<file path="src/rtl/rv32_pkg.sv">
// Shared RV32I pipeline definitions: datapath width, writeback result-select
// encodings and load funct3 codes.
package rv32_pkg;

  localparam int XLEN = 32;

  typedef enum logic [1:0] {
    RES_ALU = 2'b00,
    RES_MEM = 2'b01,
    RES_PC4 = 2'b10,
    RES_RSV = 2'b11
  } result_src_e;

  localparam logic [2:0] F3_LB  = 3'b000;
  localparam logic [2:0] F3_LH  = 3'b001;
  localparam logic [2:0] F3_LW  = 3'b010;
  localparam logic [2:0] F3_LBU = 3'b100;
  localparam logic [2:0] F3_LHU = 3'b101;

endpackage

</file>
<file path="src/rtl/load_extend.sv">
// Load data alignment: picks the byte/halfword addressed by off out of an
// aligned little-endian word and sign- or zero-extends it per funct3.
module load_extend
  import rv32_pkg::*;
(
  input  logic [XLEN-1:0] word,
  input  logic [1:0]      off,
  input  logic [2:0]      funct3,
  output logic [XLEN-1:0] value
);

  logic [7:0]  byte_v;
  logic [15:0] half_v;

  assign byte_v = word[{off, 3'b000} +: 8];
  // Halfword selection ignores off[0]; misaligned halfwords are not trapped here.
  assign half_v = off[1] ? word[31:16] : word[15:0];

  always_comb begin
    // NOTE: every always_comb output gets a default first so no path can infer a latch.
    value = word;
    case (funct3)
      F3_LB:   value = {{(XLEN-8){byte_v[7]}}, byte_v};
      F3_LBU:  value = {{(XLEN-8){1'b0}}, byte_v};
      F3_LH:   value = {{(XLEN-16){half_v[15]}}, half_v};
      F3_LHU:  value = {{(XLEN-16){1'b0}}, half_v};
      default: value = word;
    endcase
  end

endmodule

</file>
<file path="src/rtl/writeback_stage.sv">
// MEM/WB pipeline register and writeback result selection for the RV32I pipeline.
// Optional retired-instruction counter (InstRetW) enabled by WB_RETIRE_CNT_EN.
module writeback_stage
  import rv32_pkg::*;
#(
  parameter int XLEN  = 32,
  parameter int CNT_W = 64
) (
  input  logic            clk,
  input  logic            rst,
  input  logic            StallW,
  input  logic            FlushW,
  input  logic            ValidM,
  input  logic            RegWriteM,
  input  logic [1:0]      ResultSrcM,
  input  logic [2:0]      funct3M,
  input  logic [4:0]      RdM,
  input  logic [XLEN-1:0] ALUResultM,
  input  logic [XLEN-1:0] ReadDataM,
  input  logic [XLEN-1:0] PCPlus4M,
  output logic            RegWriteW,
  output logic [4:0]      RdW,
  output logic [XLEN-1:0] ResultW,
  output logic            ValidW
`ifdef WB_RETIRE_CNT_EN
  ,
  output logic [CNT_W-1:0] InstRetW
`endif
);

  if (XLEN != 32 || CNT_W < 1) begin : g_param_check
    $error("writeback_stage supports only XLEN=32 and CNT_W>=1");
  end

  typedef struct packed {
    logic            valid;
    logic            reg_write;
    result_src_e     result_src;
    logic [2:0]      funct3;
    logic [4:0]      rd;
    logic [XLEN-1:0] alu_result;
    logic [XLEN-1:0] read_data;
    logic [XLEN-1:0] pc_plus4;
  } mem_wb_t;

  mem_wb_t         wb_q;
  logic            capture;
  logic [XLEN-1:0] load_value;

  assign capture = !FlushW && !StallW;

  // NOTE: sequential state uses non-blocking assignments so every register samples pre-edge values.
  always_ff @(posedge clk) begin
    if (rst || FlushW) begin
      wb_q <= '0;
    end else if (!StallW) begin
      wb_q.valid      <= ValidM;
      wb_q.reg_write  <= RegWriteM;
      wb_q.result_src <= result_src_e'(ResultSrcM);
      wb_q.funct3     <= funct3M;
      wb_q.rd         <= RdM;
      wb_q.alu_result <= ALUResultM;
      wb_q.read_data  <= ReadDataM;
      wb_q.pc_plus4   <= PCPlus4M;
    end
  end

  load_extend u_load_extend (
    .word   (wb_q.read_data),
    .off    (wb_q.alu_result[1:0]),
    .funct3 (wb_q.funct3),
    .value  (load_value)
  );

  always_comb begin
    ResultW = wb_q.alu_result;
    case (wb_q.result_src)
      RES_MEM: ResultW = load_value;
      RES_PC4: ResultW = wb_q.pc_plus4;
      default: ResultW = wb_q.alu_result;
    endcase
  end

  // Writes to x0 are suppressed here so forwarding never sees a live x0 producer.
  assign RegWriteW = wb_q.reg_write && wb_q.valid && (wb_q.rd != 5'd0);
  assign RdW       = wb_q.rd;
  assign ValidW    = wb_q.valid;

`ifdef WB_RETIRE_CNT_EN
  logic [CNT_W-1:0] inst_ret_q;

  always_ff @(posedge clk) begin
    if (rst) begin
      inst_ret_q <= '0;
    end else if (capture && ValidM) begin
      inst_ret_q <= inst_ret_q + CNT_W'(1);
    end
  end

  assign InstRetW = inst_ret_q;
`else
  logic unused_capture;
  assign unused_capture = capture;
`endif

endmodule

</file>
<file path="config.mk">
export PLATFORM = sky130hd
export DESIGN_NAME = writeback_stage
export DESIGN_NICKNAME = d
export VERILOG_FILES = /design/src/rtl/rv32_pkg.sv /design/src/rtl/load_extend.sv /design/src/rtl/writeback_stage.sv
export SDC_FILE = /design/constraint.sdc
export NUM_CORES = 1
export LEC_CHECK = 0
export ABC_AREA = 0
export BUFFER_PORTS_ARGS = -buffer_cell sky130_fd_sc_hd__buf_2
export CORE_MARGIN = 5
export CORE_UTILIZATION = 47
export DETAILED_ROUTE_END_ITERATION = 16
export GPL_TIMING_DRIVEN = 0
export PLACE_DENSITY = 0.85
export SLEW_MARGIN = 0
export SYNTH_ARGS = -nofsm -noshare
export SYNTH_HDL_FRONTEND = slang
export SYNTH_SLANG_ARGS = --single-unit
</file>
<file path="constraint.sdc">
create_clock -name clk -period 1.9 [get_ports clk]
set_clock_uncertainty 0.15 [all_clocks]
set_input_delay 0.285 -clock clk [delete_from_list [all_inputs] [get_ports clk]]
set_output_delay 0.285 -clock clk [all_outputs]
set_load 0.05 [all_outputs]
</file>
==> flow_summary.toml, run 1 <==
[worst_setup_path]
reg2reg_slack_ns = 0.65
end_kind = "output pin"
crit_type = "reg2out"
cp_data_arrival_time_ns = 2.03
cp.required_ns = 1.46
crit_fanout = 10
startpoint_type = "flop"

[power_and_ir_drop]
power_switching_mw = 1.34
clockPowerShare_pct = 29.3
pwr-share-comb_pct = 19.8
p_per_area_nw_per_um2 = 630
swShare_pct = 28.4
p_total_mw = 4.74
leakage_nw = 3.27
pwr-share-seq_pct = 50.9
peakVddDrop_mv = 0.388
power.internal_mw = 3.39

[grt]
grt_pass1_vias = 5347
grt_pass1_wl_um = 28100
antenna_found_initial = 0
grt_max_degree = 17
overflow = 0
grt_usage_pct = 27.6

[clock_network]
cts_sinks = 108
root_buffer = "clkbuf_8"
clock_path_buffers = 2
clock_latency_ns = 0.38
cts_tree = "built"
clk_pin_slew_ns = 0.09
cts.htree.levels = 3
numCtsBuffers = 9

[route]
first_pass_iters = 8
drc = 0
vias_per_cell = 5.62
drt-initial-drc-count = 412
via_count = 5191
wl_per_cell_um = 19.5
ant_nets = 0
wirelength_um = 18000

[sta]
fin_crit_ns = 2.46
slew_headroom_pct = 54.2
hold_violations = 4
fin_ws_ns = -0.563
tightest_slew_ns = 0.687
slew_violations = 0
fin_crit_sh_pct = 130
fmax_mhz = 406
fin_tns_setup_ns = -16.38
holdWs_ns = -0.00263
rsz0062_at_grt = "yes"
setup_viol = 33

[yosys]
syn_inst = 580
ys.flop_type = "dfxtp_1"
ys_top_cells_by_area = "dfxtp_1, mux2i_1, nor2_1"
yosys_warnings = 0
syn_area_per_cell_um2 = 8.85
syn_area_um2 = 5130
synth_seq_cells = 108
async_reset_ff_share_pct = 0
ys_seq_area_share_pct = 42.1
synth_top_area_cell = "dfxtp_1"
synth_edf_count = 0
synth_top_area_share_pct = 42.1
syn_nets = 694
ys_types = 31

[min_path]
hp-class = "in2reg"

[outcome]
failed_checks = "hold timing, setup timing"
status = "finished with violations"

[die]
rows = 38
die_area_um2 = 13100
start_util_pct = 47.6
ios = 151
die_w_um = 115
fp.coreArea_um2 = 10800
die_h_um = 115

[layout]
drive_gt1_share_pct = 35.8
antenna-diode-count = 0
layout_commonest_cell = "nor2_1"
area_delta_synth_final_pct = 46.4
num-nets-final = 895
final_cell_mix = "nor2_1, buf_2, mux2i_1"

[place]
hpwl_um = 12700
place_congestion = 0.926
io_buffers = 149

[job]
maxCapViolCount = 0
[final timing paths]
check,from,depth (start not counted),to
max,wb_q[65]$_SDFFE_PP0N_,7,ResultW[26]
min,ReadDataM[5],3,wb_q[37]$_SDFFE_PP0N_
max reg2reg,wb_q[65]$_SDFFE_PP0N_,5,wb_q[65]$_SDFFE_PP0N_
min reg2reg,wb_q[8]$_SDFFE_PP0N_,2,wb_q[8]$_SDFFE_PP0N_
[kinds of logic after synthesis]
logic type	count (synthesis)	synth area share (%)
mux	117	22.9
fa+ha+maj	2	0.487
simple gates	214	16.3
flops	108	42.1
buf+inv	61	5.51
compound gates	78	12.7
[power groups by stage]
| stage | Sequential [mW] | Combinational [mW] | Clock, mW |
|---|---|---|---|
| after global routing | 2.42 | 1.00 | 1.51 |
| after CTS | 2.40 | 0.907 | 1.38 |
| after detailed placement | 2.45 | 0.768 | 0 |
| after floorplan | 2.43 | 0.524 | 0 |
| after global placement | 2.45 | 0.744 | 0 |
| final | 2.41 | 0.940 | 1.39 |
[cell usage after synthesis, drive strengths merged, types with 7 or more instances]
master  count
inv        10
clkbuf     23
o221ai     24
o22a        7
buf        26
o22ai       7
a21oi      11
nand2      62
nor2      141
o211ai      9
dfxtp     108
o21ai      10
mux2i     117
a221oi      8
[worst max-delay path, cell delays in order (launching register included)]
cell and delay [ns]:
dfxtp_2 0.33, buf_6 0.14, mux2i_4 0.20, o41ai_4 0.30
o21ai_4 0.13, buf_12 0.18, o221ai_4 0.18, buf_6 0.19
[cell type report]
class	count	area [um2]
Buffer	48	358
Inverter	12	50.0
Clock buffer	10	138
Clock inverter	4	51.3
Sequential cell	108	2170
Multi-Input combinational cell	411	3240
Timing Repair Buffer	191	1330
Fill cell	728	3280
Tap cell	140	175
[metal layers]
| metal | up-vias | GRT usage (%) | share of wire, % |
|---|---|---|---|
| met5 | - | 0 | 0 |
| met4 | 0 | 13.4 | 4.5 |
| met3 | 73 | 5.39 | 7.4 |
| met2 | 264 | 46.2 | 50 |
| met1 | 2455 | 33.7 | 38 |
| li1 | 2399 | - | - |
[stage by stage]
stage                     worst slack, ns  util (%)  instance area, um2  hold WS (ns)  cells
after CTS                          -0.530      68.9                7440    0.00000810    921
after global placement             -0.377      58.9                6360         0.326    869
after global routing               -0.600      69.6                7520    0.00000205    924
final                              -0.563      69.6                7520      -0.00263    924
after detailed placement           -0.392      58.9                6360         0.334    869
after floorplan                    -0.211         -                5440         0.279    580
[sequential cells by signal, summed over array words and instances (netlist names)]
name / cells
wb_q: 102
RdW: 5
ValidW: 1
[timing repair]
action                     CTS  global route
gates resized for setup    129            12
setup endpoints to repair   33            33
hold buffers                28             0
pin swaps                   15            11
hold endpoints to repair    28             0
buffers inserted            11             3
No activity file was read; power rests on OpenSTA's default activity.
==> inputs of run 2 (changes only) <==
PLACE_DENSITY = 0.84   (was 0.85)
SYNTH_HIERARCHICAL = 1   (was not set)
==> run 2 against run 1 <==
  * The run ends with setup timing left
  * Synthesized cell count down 2.6%
  * Area after synthesis up 3.6%
  * Highest routed layer unchanged
  * Sequential share of layout area down 1.3 points
  * Combinational power up 5.0%
  * Register-to-register slack better by 0.17 ns
  * Core utilization up 2.0 points
  * Largest power group unchanged
  * Flip-flop and latch count unchanged
  * Cell area up 4.7%
  * Cell count down 3.4%
==> flow_summary.toml, run 2 <==
[yosys]
ys.flop_type = "dfxtp_1"
ys_seq_area_share_pct = 40.6
syn_nets = 679
syn_inst = 565
synth_fa_ha_area_share_pct = 0.470
synth_top_area_cell = "dfxtp_1"
synthSimpleGateAreaFrac_pct = 12.9
yosys_warnings = 6
synth_top_family_by_area = "multiplexers"
synth_edf_count = 0
synth_xor_area_share_pct = 0
synth.area.mux_share_pct = 22.6
yosysMostFrequentCell = "mux2i_1"
ys_top_cells_by_area = "dfxtp_1, mux2i_1, nor2_1"
ys_types = 36
async_reset_ff_share_pct = 0
synth_compound_area_share_pct = 17.1
synth_seq_cells = 108
syn_area_per_cell_um2 = 9.42
syn_area_um2 = 5320
synth_top_area_share_pct = 40.6
yosys-top-cells-count = "mux2i_1, nor2_1, dfxtp_1, nand2_1"

[layout]
layout_commonest_cell = "buf_2"
num-nets-final = 862
area_delta_synth_final_pct = 48.0
fin_area_um2 = 7870
regMostFlops = "wb_q"
final_cell_mix = "buf_2, mux2i_1, nor2_1"
largest_register_ff_count = 102
drive_gt1_share_pct = 45.8
antenna-diode-count = 0

[grt]
grt_max_degree = 17
antenna_found_initial = 0
busiest_layer = "met2"
use_met1_pct = 32.8
grt_util_met2_pct = 43.3
grt_pass1_wl_um = 26900
grt_usage_pct = 25.8
grt_use_met3_pct = 5.08
overflow = 0
grt_pass1_vias = 5257

[outcome]
status = "finished with violations"
failed_checks = "setup timing"

[die]
die_area_um2 = 13500
start_util_pct = 48.4
die_h_um = 116
ios = 151
rows = 38
fp.coreArea_um2 = 11000
die_w_um = 116

[sta]
fin_ws_ns = -0.692
rsz0062_at_grt = "yes"
hold_violations = 0
tightest_slew_ns = 0.456
slew_headroom_pct = 69.6
fin_crit_sh_pct = 136
fmax_mhz = 386
setup_viol = 33
slew_violations = 0
fin_crit_ns = 2.59

[route]
via_count = 4940
drt-initial-drc-count = 249
wl_per_cell_um = 19.6
wirelength_um = 17500
ant_nets = 0
vias_per_cell = 5.53
drc = 0
first_pass_iters = 5

[clock_network]
clk_pin_slew_ns = 0.07
cts_tree = "built"
clock_path_buffers = 2
clock_latency_ns = 0.35
numCtsBuffers = 9
ctsHoldBuffers = 0
cts.htree.levels = 3
root_buffer = "clkbuf_16"
cts_sinks = 108

[power_and_ir_drop]
p_total_mw = 5.52
power_switching_mw = 1.47
swShare_pct = 26.7
pwr-share-seq_pct = 43.7
power.internal_mw = 4.04
p_per_area_nw_per_um2 = 701
leakage_nw = 3.36
peakVddDrop_mv = 0.536
pwr-share-comb_pct = 17.9
clockPowerShare_pct = 38.4

[worst_setup_path]
crit_fanout = 6
cp_data_arrival_time_ns = 2.16
startpoint_type = "flop"
crit_type = "reg2out"
end_kind = "output pin"
cp.required_ns = 1.46

[place]
place_area_um2 = 6670
hpwl_um = 12400
io_buffers = 149
place_congestion = 0.912
post-place-ws_ns = -0.620

[min_path]
hp-class = "in2reg"

[job]
maxCapViolCount = 0
-- run 2: changes by cell type in the layout (fill, tap and decap cells not counted), moves of 10 or more --
cell,before,now
dlygate4sd3_1,28,0
nor2_1,141,109
nand2_1,62,37
a22oi_2,0,32
o221ai_4,22,1
o21ai_4,2,33
a2bb2oi_2,0,10
-- run 2: power groups by stage --
stage	Clock [mW]	Combinational, mW	Sequential (mW)
after floorplan	0	0.589	2.43
after detailed placement	0	0.831	2.45
final	2.12	0.987	2.41
after global routing	2.22	1.05	2.42
after CTS	2.13	0.933	2.40
after global placement	0	0.810	2.45
-- run 2: path summary, 6_finish.rpt --
kind / start / endpoint / slack (ns) / depth (start not counted)
hold / removal: RdM[1] / RdW[1]$_SDFFE_PP0N_ / 0.007 / 3
hold reg to reg: wb_q[85]$_SDFFE_PP0N_ / wb_q[85]$_SDFFE_PP0N_ / 0.35 / 2
setup / recovery: wb_q[64]$_SDFFE_PP0N_ / ResultW[27] / -0.69 / 8
setup reg to reg: wb_q[64]$_SDFFE_PP0N_ / wb_q[64]$_SDFFE_PP0N_ / 0.82 / 4
-- run 2: worst max-delay path, stage by stage, from the launching register on --
cell,delay (ns)
dfxtp_4,0.40
mux2_4,0.33
a22oi_4,0.24
buf_6,0.16
buf_6,0.13
a2bb2oi_2,0.08
a22oi_2,0.22
o21ai_4,0.07
buf_6,0.15
-- run 2: cell type report --
type                    count  area [um2]
flip-flops and latches    108        2170
inverters                   4        20.0
multi-input cells         401        3590
well taps                 140         175
repair buffers            172        1160
clock buffers              12         267
clock inverters             4        70.1
fillers                   803        3110
plain buffers              52         413
-- run 2: cell families after synthesis --
logic type / after synthesis
adders and majority gates: 2
DFF: 108
and+or+nand+nor: 168
AOI/OAI and AO/OA: 112
buffers and inverters: 56
muxes: 119
-- run 2: routing by layer --
layer	part of all wire, %	up-vias
met2	49	190
met3	7.4	40
met5	0	-
met4	2.6	0
met1	41	2352
li1	-	2358
-- run 2: per-stage QoR --
step	util, %	hold WS, ns	setup TNS (ns)	instances
final	71.7	0.00662	-19.95	893
after global routing	71.7	0.0114	-21.54	893
after CTS	69.5	0.00265	-19.29	885
after detailed placement	60.7	0.334	-15.84	854
after global placement	60.7	0.325	-15.09	854
after floorplan	-	0.278	-3.72	565
-- run 2: what timing repair did --
| action | 4_1_cts | 5_1_grt |
|---|---|---|
| gates resized for setup | 136 | 32 |
| pin swaps | 31 | 23 |
| cloned | 2 | 1 |
| setup endpoints to repair | 33 | 33 |
| setup buffers | 13 | 8 |
